`src/rtl/read_master.sv`:
```
// Avalon-MM read master: fetches a CSR-programmed block of samples from DDR3
// and replays it as a valid/ready stream, buffering returns in a small FIFO.
module read_master #(
  parameter int DATA_W     = 16,
  parameter int ADDR_W     = 16,
  parameter int FIFO_DEPTH = 8
) (
  input  logic              clk,
  input  logic              reset,
  input  logic              ddr_waitrequest,
  output logic [ADDR_W-1:0] ddr_addr,
  output logic              ddr_read,
  input  logic [DATA_W-1:0] ddr_readdata,
  input  logic              ddr_readdatavalid,
  input  logic [2:0]        csr_addr,
  input  logic              csr_read,
  input  logic              csr_write,
  input  logic [15:0]       csr_writedata,
  output logic [15:0]       csr_readdata,
  output logic [DATA_W-1:0] d_out,
  output logic              v_out,
  input  logic              ready_in
);

  // state | meaning
  // IDLE  | waiting for start
  // RUN   | issuing reads while words remain and credits allow
  // DRAIN | all reads issued, waiting for the stream to deliver the block
  // DONE  | block delivered, done flag set

  localparam int PW = $clog2(FIFO_DEPTH);
  localparam int CW = PW + 1;
  localparam logic [CW:0] DEPTH_C = FIFO_DEPTH[CW:0];

  typedef enum logic [1:0] {IDLE, RUN, DRAIN, DONE} state_t;

  state_t            r_state;
  logic [ADDR_W-1:0] r_base;
  logic [ADDR_W-1:0] r_step;
  logic [ADDR_W-1:0] r_wstep;
  logic [ADDR_W-1:0] r_addr;
  logic [15:0]       r_len;
  logic [15:0]       r_wlen;
  logic [15:0]       r_issued;
  logic [15:0]       r_delivered;
  logic [CW-1:0]     r_outstanding;
  logic [CW-1:0]     r_count;
  logic [PW-1:0]     r_wr_ptr;
  logic [PW-1:0]     r_rd_ptr;
  logic [DATA_W-1:0] r_mem [FIFO_DEPTH];
  logic              r_read;
  logic [15:0]       r_csr_rdata;

  logic              w_soft_rst;
  logic              w_rst;
  logic              w_start;
  logic              w_active;
  logic              w_accept;
  logic              w_push;
  logic              w_pop;
  logic              w_credit;
  logic [15:0]       w_issued_nx;
  logic [15:0]       w_delivered_nx;
  logic [CW-1:0]     w_outstanding_nx;
  logic [CW-1:0]     w_count_nx;
  logic [15:0]       w_csr_mux;

  assign w_soft_rst = csr_write && (csr_addr == 3'd6);
  assign w_rst      = reset || w_soft_rst;
  assign w_start    = csr_write && (csr_addr == 3'd4);
  assign w_active   = (r_state == RUN) || (r_state == DRAIN);
  assign w_accept   = r_read && !ddr_waitrequest;
  // Responses outside an active block are leftovers from before a soft reset.
  assign w_push     = ddr_readdatavalid && w_active;
  assign w_pop      = v_out && ready_in;

  assign w_issued_nx      = r_issued + {15'b0, w_accept};
  assign w_delivered_nx   = r_delivered + {15'b0, w_pop};
  assign w_outstanding_nx = r_outstanding + CW'(w_accept) - CW'(w_push);
  assign w_count_nx       = r_count + CW'(w_push) - CW'(w_pop);
  // Credit is judged on post-edge occupancy so a stalled request never loses it.
  assign w_credit = ({1'b0, w_outstanding_nx} + {1'b0, w_count_nx}) < DEPTH_C;

  assign ddr_addr     = r_addr;
  assign ddr_read     = r_read;
  assign csr_readdata = r_csr_rdata;
  assign v_out        = (r_count != '0);
  assign d_out        = v_out ? r_mem[r_rd_ptr] : '0;

  always_comb begin
    w_csr_mux = 16'hDEAD;
    case (csr_addr)
      3'd0:    w_csr_mux = 16'(r_base);
      3'd1:    w_csr_mux = r_len;
      3'd2:    w_csr_mux = 16'(r_step);
      3'd3:    w_csr_mux = r_delivered;
      3'd5:    w_csr_mux = {15'b0, r_state == DONE};
      default: w_csr_mux = 16'hDEAD;
    endcase
  end

  always_ff @(posedge clk) begin
    if (w_rst) begin
      r_state       <= IDLE;
      r_base        <= '0;
      r_len         <= '0;
      r_step        <= ADDR_W'(1);
      r_wstep       <= '0;
      r_wlen        <= '0;
      r_addr        <= '0;
      r_read        <= 1'b0;
      r_issued      <= '0;
      r_delivered   <= '0;
      r_outstanding <= '0;
      r_count       <= '0;
      r_wr_ptr      <= '0;
      r_rd_ptr      <= '0;
      r_csr_rdata   <= '0;
    end else begin
      if (csr_write) begin
        case (csr_addr)
          3'd0:    r_base <= csr_writedata[ADDR_W-1:0];
          3'd1:    r_len  <= csr_writedata;
          3'd2:    r_step <= csr_writedata[ADDR_W-1:0];
          default: ;
        endcase
      end
      if (csr_read) r_csr_rdata <= w_csr_mux;

      if (w_push) begin
        r_mem[r_wr_ptr] <= ddr_readdata;
        r_wr_ptr        <= r_wr_ptr + PW'(1);
      end
      if (w_pop) r_rd_ptr <= r_rd_ptr + PW'(1);
      r_count       <= w_count_nx;
      r_outstanding <= w_outstanding_nx;
      r_issued      <= w_issued_nx;
      r_delivered   <= w_delivered_nx;

      case (r_state)
        IDLE, DONE: begin
          if (w_start) begin
            r_wlen      <= r_len;
            r_wstep     <= r_step;
            r_addr      <= r_base;
            r_issued    <= '0;
            r_delivered <= '0;
            if (r_len != 16'd0) begin
              r_state <= RUN;
              r_read  <= 1'b1;
            end else begin
              r_state <= DONE;
            end
          end
        end
        RUN: begin
          r_read <= (w_issued_nx < r_wlen) && w_credit;
          if (w_accept) begin
            r_addr <= r_addr + r_wstep;
            if (w_issued_nx == r_wlen) r_state <= DRAIN;
          end
        end
        DRAIN: begin
          r_read <= 1'b0;
          if (w_delivered_nx == r_wlen) r_state <= DONE;
        end
        default: r_state <= IDLE;
      endcase
    end
  end

endmodule

```
`config.mk`:
```
export PLATFORM = sky130hd
export DESIGN_NAME = read_master
export DESIGN_NICKNAME = d
export VERILOG_FILES = /design/src/rtl/read_master.sv
export SDC_FILE = /design/constraint.sdc
export NUM_CORES = 1
export LEC_CHECK = 0
export BUFFER_PORTS_ARGS = -buffer_cell sky130_fd_sc_hd__buf_2
export CORE_AREA = 2 2 188 190
export DETAILED_ROUTE_END_ITERATION = 10
export DIE_AREA = 0 0 190 192
export GPL_TIMING_DRIVEN = 0
export SYNTH_ARGS = -nofsm -noshare
export SYNTH_HDL_FRONTEND = slang
export SYNTH_SLANG_ARGS = --single-unit
```
`constraint.sdc`:
```
create_clock -name clk -period 4.9 [get_ports clk]
set_input_delay 0.245 -clock clk [delete_from_list [all_inputs] [get_ports clk]]
set_output_delay 0.245 -clock clk [all_outputs]
set_load 0.005 [all_outputs]
```
==> results of run 1 <==
==> final timing paths <==
check / to / slack, ns
max: r_state[1] / 0.61
min: r_len[11] / 0.009
max reg2reg: r_state[1] / 0.61
min reg2reg: r_wlen[5] / 0.46
==> stage by stage <==
stage                     instances  setup slack [ns]  util, %  area, um^2  hold slack (ns)
after floorplan                1282              1.48        -       13500            0.344
after global placement         1826             0.335     42.5       14600            0.448
after detailed placement       1835             0.536     43.0       14700            0.452
after CTS                      1915             0.520     46.6       16000          0.00212
after global routing           1915             0.237     46.6       16000          0.00406
final                          1915             0.613     46.6       16000          0.00942
==> layout make-up <==
class | count | share of cell area [%]
buffer | 70 | 1.69
clock buffer | 47 | 5.75
clock inverter | 12 | 0.783
inverter | 40 | 0.939
multi-input combinational | 880 | 37.7
sequential | 292 | 44.6
tap | 455 | 3.56
timing repair buffer | 119 | 5.03
==> worst max-delay path: cells and delay by family (launching register included) <==
kind	cells	cell delay, ns
XOR/XNOR	1	0.16
AND/OR/NAND/NOR	7	1.83
adder cells (fa/ha/maj)	2	0.62
AO/OA/AOI/OAI	5	1.14
flip-flops	1	0.36
==> sequential cells by signal (all words and copies together), names as in the netlist, named ones only <==
signal         count
r_len             16
r_wstep           16
r_rd_ptr           3
r_issued          16
ddr_addr          16
r_state            2
r_step            16
r_wlen            16
r_count            4
csr_readdata      16
r_delivered       16
r_wr_ptr           3
r_mem            128
r_outstanding      4
r_base            16
ddr_read           1
==> power by group through the flow <==
stage / logic, mW / clock network (mW) / registers [mW]
3_5_place_dp: 1.80 / 0 / 2.87
4_1_cts: 1.83 / 2.43 / 2.82
6_report: 1.81 / 2.39 / 2.82
3_3_place_gp: 1.77 / 0 / 2.87
2_1_floorplan: 1.18 / 0 / 2.85
5_1_grt: 2.01 / 2.53 / 2.84
==> layer usage <==
metal / vias to the layer above / GRT usage, %
met2: 359 / 34.8
met3: 87 / 3.49
met1: 5008 / 28.7
li1: 4889 / -
met5: - / 0
met4: 0 / 8.97
==> timing repair <==
item                      4_1_cts  5_1_grt
resized for setup               0        0
hold endpoints to repair      130        0
hold buffers                   21        0
==> cells by family (layout without fill, tap and decap cells) <==
logic type | count (synthesis) | count (layout) | synth area share (%)
buffers and inverters | 110 | 288 | 3.10
multiplexers | 73 | 73 | 8.89
AND/OR/NAND/NOR | 449 | 449 | 15.4
AO/OA/AOI/OAI | 246 | 246 | 11.0
XOR/XNOR | 59 | 59 | 3.92
flip-flops | 292 | 292 | 52.6
adder cells (fa/ha/maj) | 53 | 53 | 5.06
==> layout by cell type (no fill, tap or decap), types with 20 or more instances in the layout <==
cell type      synthesis  final
clkbuf_16              0     34
nand3_1               25     25
nor2b_1               31     31
xnor2_1               37     37
nor3_1                22     20
buf_2                  3     92
edfxtp_1             128    128
o21ai_0               25     25
mux2i_1               31     31
dfxtp_1              164    164
a21oi_1              142    142
ha_1                  50     50
nand2_1              191    191
mux4_2                36     36
dlygate4sd3_1          0     21
clkbuf_1              56     67
xor2_1                21     21
inv_1                 38     38
nor2_1                96     90
nand2b_1              23     23
==> impl_metrics.py, run 1 <==
metrics = {
    "routing": {
        "via_per_inst": 5.40,
        "drc_errors": 0,
        "antenna_left": 0,
        "wl_met1_um": 17300,
        "dr_wl_met3_um": 2430,
        "top_layer_used": "met4",
        "dr_wl_met2_um": 18000,
        "drt-initial-drc-count": 891,
        "routed_wl_um": 39200,
        "via_count": 10300,
        "wire_per_inst_um": 20.5,
        "first_pass_iters": 5,
    },
    "global_routing": {
        "antenna_found_initial": 0,
        "grt_max_degree": 14,
        "grt.total_usage_pct": 21.5,
        "grt_pass1_vias": 10000,
        "grt_pass1_wl_um": 59400,
        "grt_overflow": 0,
    },
    "final_layout": {
        "fin_nets": 1532,
        "seqCellArea_mm2": 0.00713,
        "fillCellCount": 3186,
        "layout-drive-gt1-share_pct": 14.1,
        "multi_input_area_mm2": 0.00602,
        "antenna_cells": 0,
        "area_delta_synth_final_pct": 18.0,
    },
    "place": {
        "dp_hpwl_um": 28500,
        "gp_congestion": 0.971,
        "numPortBuffers": 89,
    },
    "logic_synthesis": {
        "synth_nets": 1377,
        "netlist.top_cell.by_area": "edfxtp_1",
        "synth_common_cells": "nand2_1 (191), dfxtp_1 (164), a21oi_1 (142)",
        "synthArstFlopShare_pct": 0,
        "synthFlopType": "dfxtp_1",
        "yosysSeqAreaShare_pct": 52.6,
        "synth_cell_type_count": 66,
        "synth_seq_cells": 292,
        "synth_top_area_share_pct": 28.4,
        "netlist_area_mm2": 0.0135,
        "synth-edff-count": 128,
        "synth_area_leaders": "edfxtp_1 (28%), dfxtp_1 (24%), mux4_2 (6.0%)",
        "syn_inst": 1282,
        "yosysWarnings": 0,
        "avgSynthCellArea_um2": 10.6,
        "synth.most_common_cell": "nand2_1",
    },
    "power": {
        "ir_worst_vdd_uv": 226,
        "leakage_nw": 5.73,
        "combPwrFrac_pct": 25.8,
        "switching_share_pct": 30.9,
        "power.switching_mw": 2.17,
        "p_int_mw": 4.85,
        "seqPwrFrac_pct": 40.2,
        "total_power_mw": 7.02,
        "clkPwrFrac_pct": 34.0,
        "pwr_density_cell_mw_per_mm2": 439,
    },
    "clock_network": {
        "cts_max_level": 2,
        "cts_sinks": 292,
        "clockBufferDepth": 3,
        "cts_root_buf": "clkbuf_16",
        "worstSkewPairLatency_ns": 0.52,
        "numCtsBuffers": 34,
        "clk_pin_slew_ns": 0.06,
        "cts_tree": "done",
        "post_cts_buffers": 0,
    },
    "die": {
        "die_w_um": 190,
        "dieArea_mm2": 0.0365,
        "row_count": 68,
        "die_h_um": 192,
        "boundaryPins": 92,
        "start_util_pct": 39.5,
        "core_mm2": 0.0343,
    },
    "timing": {
        "slew_viol_final": 0,
        "fmax_mhz": 233,
        "skew_ns": 0.0173,
        "rsz0062_at_grt": "no",
        "hold_viol_final": 0,
        "setup_viol": 0,
        "max_slew_margin_pct": 14.7,
        "max_slew.worst_pin.slew_ns": 1.28,
        "fin_crit_ns": 4.29,
        "min_period_over_period_pct": 87.5,
        "finalSetupTns_ns": 0,
    },
    "worst_hold_path": {
        "hold_class": "in2reg",
        "worstHoldStart": "csr_writedata[11]",
        "whs_path_depth": 3,
    },
    "setup_path": {
        "crit_path_top_delay_cell": "nor2b_1",
        "r2r-start": "ddr_read",
        "critical_path_arrival_ns": 4.64,
        "crit_path_frequent_cell": "ha_1",
        "cp-startpoint": "ddr_read",
        "worstSetupPathType": "reg2reg",
        "r2r_cells": 15,
        "startpoint_type": "flip-flop",
        "worst-path-max-fanout": 5,
        "cp.required_ns": 5.25,
        "endpoint_kind": "flip-flop",
        "crit_path_max_incr_delay_ns": 0.51,
        "worstPathCellList": "nor2b_1, ha_1, and3_1, nand2_1, nor4_1, xor2_1, ha_1, nand4_1, nor3_1, a2bb2oi_1, a2111oi_0, o2111ai_1, o32a_1, nor2_1, a211oi_1",
    },
    "run_status": {
        "status": "finished, final reports clean",
    },
    "job": {
        "max_cap_violations": 0,
    },
}
No activity file was read; power rests on OpenSTA's default activity.
==> inputs of run 2 (changes only) <==
CELL_PAD_IN_SITES_DETAIL_PLACEMENT = 0   (was default)
CELL_PAD_IN_SITES_GLOBAL_PLACEMENT = 1   (was default)
PLACE_DENSITY_LB_ADDON = 0.25   (was default)
==> run 2 against run 1 <==
Combinational power about the same. Cell area up 0.85%. Register-to-register slack worse by 0.12 ns. Highest routed layer unchanged. Critical endpoint unchanged. Critical path type unchanged. Clock-buffer cell count unchanged. Clock power up 4%.
==> impl_metrics.py, run 2 (synthesis gave the netlist of run 1 again) <==
metrics = {
    "die": {
        "boundaryPins": 92,
        "row_count": 68,
        "core_mm2": 0.0343,
        "start_util_pct": 39.5,
        "die_w_um": 190,
        "die_h_um": 192,
        "dieArea_mm2": 0.0365,
    },
    "timing": {
        "max_slew.worst_pin.slew_ns": 1.07,
        "hold_viol_final": 0,
        "min_period_over_period_pct": 89.9,
        "hold_slack_ns": 0.196,
        "rsz0062_at_grt": "no",
        "finalSetupTns_ns": 0,
        "setup_viol": 0,
        "setup_ws_ns": 0.497,
        "slew_viol_final": 0,
        "fin_crit_ns": 4.40,
        "max_slew_margin_pct": 28.3,
        "skew_ns": 0.0147,
        "fmax_mhz": 227,
    },
    "worst_hold_path": {
        "hold_class": "in2reg",
    },
    "global_routing": {
        "grt_pass1_vias": 10100,
        "grt_pass1_wl_um": 59300,
        "grt.total_usage_pct": 21.5,
        "antenna_found_initial": 0,
        "grt_overflow": 0,
        "grt_max_degree": 16,
    },
    "clock_network": {
        "cts_root_buf": "clkbuf_16",
        "cts_max_level": 2,
        "worstSkewPairLatency_ns": 0.53,
        "clockBufferDepth": 3,
        "numCtsBuffers": 34,
        "cts_resized": 0,
        "cts_tree": "done",
        "cts_sinks": 292,
        "clk_pin_slew_ns": 0.06,
    },
    "routing": {
        "routed_wl_um": 38100,
        "via_per_inst": 5.24,
        "via_count": 10100,
        "dr_wl_met3_um": 1570,
        "top_layer_used": "met4",
        "wire_per_inst_um": 19.8,
        "wl_met1_um": 17400,
        "antenna_left": 0,
        "first_pass_iters": 5,
        "drt-initial-drc-count": 724,
        "dr_wl_met2_um": 18500,
        "drc_errors": 0,
    },
    "power": {
        "power.switching_mw": 2.15,
        "pwr_density_cell_mw_per_mm2": 440,
        "clkPwrFrac_pct": 34.9,
        "switching_share_pct": 30.4,
        "combPwrFrac_pct": 25.2,
        "seqPwrFrac_pct": 39.9,
        "ir_worst_vdd_uv": 231,
        "leakage_nw": 5.80,
        "p_int_mw": 4.93,
    },
    "setup_path": {
        "r2r-start": "ddr_read",
        "worst-path-max-fanout": 5,
        "startpoint_type": "flip-flop",
        "critical_path_arrival_ns": 4.77,
        "r2r_cells": 16,
        "crit_end": "r_state[1]",
        "cp-startpoint": "ddr_read",
        "ff2ff_setup_slack_ns": 0.50,
        "r2r_end": "r_state[1]",
        "worstSetupPathType": "reg2reg",
        "endpoint_kind": "flip-flop",
        "cp.required_ns": 5.27,
    },
    "final_layout": {
        "area_delta_synth_final_pct": 19.0,
        "final_common_cell": "nand2_1",
        "fin_cells": 1927,
        "final_cell_mix": "nand2_1 (191), dfxtp_1 (164), a21oi_1 (142), edfxtp_1 (128), buf_2 (92)",
        "antenna_cells": 0,
        "largest_reg_flops": 128,
        "layout-drive-gt1-share_pct": 14.5,
        "fillCellCount": 3192,
        "regMostFlops": "r_mem",
        "fin_nets": 1542,
    },
    "place": {
        "numPortBuffers": 89,
        "gp_congestion": 0.851,
        "dp_hpwl_um": 28200,
        "dp_slack_ns": 0.502,
        "dpl.cell_count": 1834,
    },
    "job": {
        "max_cap_violations": 0,
    },
    "run_status": {
        "status": "finished, final reports clean",
    },
}
## run 2: changes by cell type in the layout (fill, tap and decap cells not counted), moves of 2 or more
cell / before / now
clkinv_2: 1 / 6
buf_8: 4 / 7
buf_6: 3 / 1
dlygate4sd3_1: 21 / 32
buf_16: 2 / 0
clkinv_1: 7 / 2
## run 2: what timing repair did
item                                    CTS  global route
hold buffers                             32             0
endpoints found under the setup margin    0             0
buffers inserted                          0             0
hold endpoints to repair                169             0
## run 2: area by class of cell
| class | instances | area [um^2] | area share [%] |
|---|---|---|---|
| flip-flops and latches | 292 | 7130 | 44.2 |
| multi-input cells | 880 | 6020 | 37.4 |
| clock buffers | 47 | 930 | 5.77 |
| repair buffers | 129 | 882 | 5.47 |
| well taps | 455 | 569 | 3.53 |
| plain buffers | 70 | 270 | 1.68 |
| clock inverters | 14 | 173 | 1.07 |
| inverters | 40 | 150 | 0.931 |
## run 2: worst min path at each step
| stage | startpoint | endpoint | cells past startpoint |
|---|---|---|---|
| 2_1_floorplan | ddr_readdata[0] | r_mem[0][0] | 0 |
| 3_3_place_gp | r_wlen[5] | r_wlen[5] | 2 |
| 3_5_place_dp | r_wlen[14] | r_wlen[14] | 2 |
| 4_1_cts | ready_in | r_delivered[3] | 4 |
| 5_1_grt | ready_in | r_delivered[3] | 4 |
| 6_report | ready_in | r_delivered[3] | 4 |
## run 2: per-layer routing
layer | GRT usage (%) | up-vias
met3 | 2.83 | 47
met5 | 0 | -
met2 | 36.6 | 213
met4 | 5.13 | 0
met1 | 29.2 | 4910
li1 | - | 4918
## run 2: power by group through the flow
stage | sequential (mW) | clock [mW] | combinational [mW]
after floorplan | 2.85 | 0 | 1.18
after global placement | 2.88 | 0 | 1.76
after detailed placement | 2.88 | 0 | 1.78
after CTS | 2.83 | 2.53 | 1.82
after global routing | 2.85 | 2.64 | 2.01
final | 2.83 | 2.48 | 1.78
## run 2: stage by stage
| stage | power [mW] | cell area, um^2 | utilization (%) |
|---|---|---|---|
| 6_report | 7.09 | 16100 | 47.0 |
| 5_1_grt | 7.49 | 16100 | 47.0 |
| 4_1_cts | 7.18 | 16100 | 47.0 |
| 3_5_place_dp | 4.66 | 14700 | 42.9 |
| 3_3_place_gp | 4.63 | 14600 | 42.5 |
| 2_1_floorplan | 4.03 | 13500 | - |
## run 2: critical path: stages, from the launching register on
cell and delay (ns):
dfxtp_1 0.40, nor2b_1 0.48, ha_1 0.30, and3_1 0.25, nand2_1 0.10, nor2_1 0.19, nand3_1 0.11, xnor2_1 0.16
ha_1 0.31, nand4_1 0.17, nor3_1 0.40, a2bb2oi_1 0.20, a2111oi_0 0.40, o2111ai_1 0.17, o32a_1 0.43, nor2_1 0.13
a211oi_1 0.05
==> inputs of run 3 (changes only) <==
CORE_AREA = 2 2 171 173   (was 2 2 188 190)
CTS_CLUSTER_SIZE = 10   (was default)
DIE_AREA = 0 0 173 175   (was 0 0 190 192)
==> run 3 against run 2 <==
Final cell count fell by 4.5%. Sequential power about the same. Combinational power barely moved. Clock power is 6% lower. Total power is 2.5% lower. Critical path type unchanged. Clock skew is 0.00096 ns higher.
==> impl_metrics.py, run 3 (synthesis gave the netlist of run 1 again) <==
metrics = {
    "power": {
        "clkPwrFrac_pct": 33.7,
        "leakage_nw": 5.72,
        "total_power_mw": 6.91,
        "power.switching_mw": 2.08,
        "switching_share_pct": 30.1,
        "p_int_mw": 4.83,
        "ir_worst_vdd_uv": 244,
        "seqPwrFrac_pct": 40.9,
        "combPwrFrac_pct": 25.4,
        "pwr_density_cell_mw_per_mm2": 436,
    },
    "timing": {
        "min_period_over_period_pct": 86.2,
        "hold_viol_final": 0,
        "finalSetupTns_ns": 0,
        "setup_viol": 0,
        "fin_crit_ns": 4.22,
        "max_slew_margin_pct": 33.3,
        "setup_ws_ns": 0.676,
        "rsz0062_at_grt": "no",
        "max_slew.worst_pin.slew_ns": 0.998,
        "fmax_mhz": 237,
        "slew_viol_final": 0,
        "skew_ns": 0.0157,
    },
    "setup_path": {
        "r2r_cells": 16,
        "crit_cells": 16,
        "crit_family": "simple AND/OR/NAND/NOR gates",
        "endpoint_kind": "flip-flop",
        "worst-path-max-fanout": 5,
        "startpoint_type": "flip-flop",
        "crit_buf_inv": 0,
        "crit_path_top_delay_cell": "o32a_1",
        "ff2ff_setup_slack_ns": 0.68,
        "worstSetupPathType": "reg2reg",
        "cp.required_ns": 5.26,
        "crit_path_max_incr_delay_ns": 0.43,
        "critical_path_arrival_ns": 4.59,
        "worstPathCellList": "nor2b_2, ha_1, and3_1, nand2_1, nor2_1, nand3_1, xnor2_1, ha_1, nand4_1, nor3_1, a2bb2oi_1, a2111oi_0, o2111ai_1, o32a_1, nor2_1, a211oi_1",
    },
    "global_routing": {
        "grt_max_degree": 12,
        "grt.total_usage_pct": 24.1,
        "grt_overflow": 0,
        "grt_pass1_wl_um": 56400,
        "grt_pass1_vias": 9936,
        "antenna_found_initial": 0,
    },
    "final_layout": {
        "fin_nets": 1534,
        "largest_reg_flops": 128,
        "fillCellCount": 2547,
        "regMostFlops": "r_mem",
        "final_cell_mix": "nand2_1 (191), dfxtp_1 (164), a21oi_1 (142), edfxtp_1 (128), buf_2 (92)",
        "antenna_cells": 0,
        "fin_util_pct": 55.9,
        "final_common_cell": "nand2_1",
        "area_delta_synth_final_pct": 17.1,
        "layout-drive-gt1-share_pct": 14.1,
    },
    "clock_network": {
        "cts_root_buf": "clkbuf_16",
        "cts_max_level": 2,
        "worstSkewPairLatency_ns": 0.52,
        "clockBufferDepth": 3,
        "numCtsBuffers": 35,
        "cts_tree": "done",
        "post_cts_buffers": 0,
        "cts_sinks": 292,
        "clk_pin_slew_ns": 0.05,
    },
    "job": {
        "max_cap_violations": 0,
    },
    "routing": {
        "via_count": 10200,
        "antenna_left": 0,
        "routed_wl_um": 36400,
        "drc_errors": 0,
        "via_per_inst": 5.52,
        "wire_per_inst_um": 19.8,
        "drt-initial-drc-count": 716,
        "first_pass_iters": 5,
    },
    "place": {
        "numPortBuffers": 89,
        "dp_hpwl_um": 26900,
        "dp_slack_ns": 0.519,
        "gp_congestion": 0.851,
    },
    "die": {
        "dieArea_mm2": 0.0303,
        "die_w_um": 173,
        "boundaryPins": 92,
        "start_util_pct": 47.7,
        "die_h_um": 175,
        "row_count": 62,
        "core_mm2": 0.0284,
    },
    "worst_hold_path": {
        "hold_class": "in2reg",
        "whs_path_depth": 1,
    },
    "run_status": {
        "status": "finished, final reports clean",
    },
}
-- run 3: path summary, 6_finish.rpt --
path                   to        startpoint
max            r_state[1]          ddr_read
min          r_mem[3][10]  ddr_readdata[10]
max reg2reg    r_state[1]          ddr_read
min reg2reg    r_wlen[14]        r_wlen[14]
-- run 3: power groups by stage --
stage          combinational [mW]  sequential (mW)  clock [mW]
2_1_floorplan                1.18             2.85           0
3_3_place_gp                 1.72             2.87           0
3_5_place_dp                 1.75             2.88           0
4_1_cts                      1.78             2.83        2.37
5_1_grt                      1.97             2.85        2.47
6_report                     1.75             2.83        2.33
-- run 3: per-layer routing --
layer	up-vias	track usage, %	wire (um)
li1	4899	-	-
met1	4914	34.2	16900
met2	284	38.1	16500
met3	62	3.35	1970
met4	0	8.05	1050
met5	-	0	0
-- run 3: layout make-up --
class | count | area (um^2) | area share, %
Buffer | 70 | 270 | 1.70
Multi-Input combinational cell | 880 | 6020 | 38.0
Tap cell | 384 | 480 | 3.03
Clock inverter | 3 | 55.1 | 0.347
Sequential cell | 292 | 7130 | 44.9
Inverter | 40 | 150 | 0.947
Clock buffer | 52 | 960 | 6.05
Timing Repair Buffer | 120 | 791 | 4.99
-- run 3: timing repair --
item	CTS	global route
endpoints found under the hold margin	100	0
gates resized for setup	0	1
endpoints found under the setup margin	0	1
hold buffers	21	0
-- run 3: through the flow --
step | hold slack (ns) | instances | cell area, um^2
2_1_floorplan | 0.344 | 1282 | 13500
3_3_place_gp | 0.447 | 1755 | 14500
3_5_place_dp | 0.448 | 1765 | 14600
4_1_cts | 0.00171 | 1841 | 15900
5_1_grt | 0.00605 | 1841 | 15900
6_report | 0.0107 | 1841 | 15900
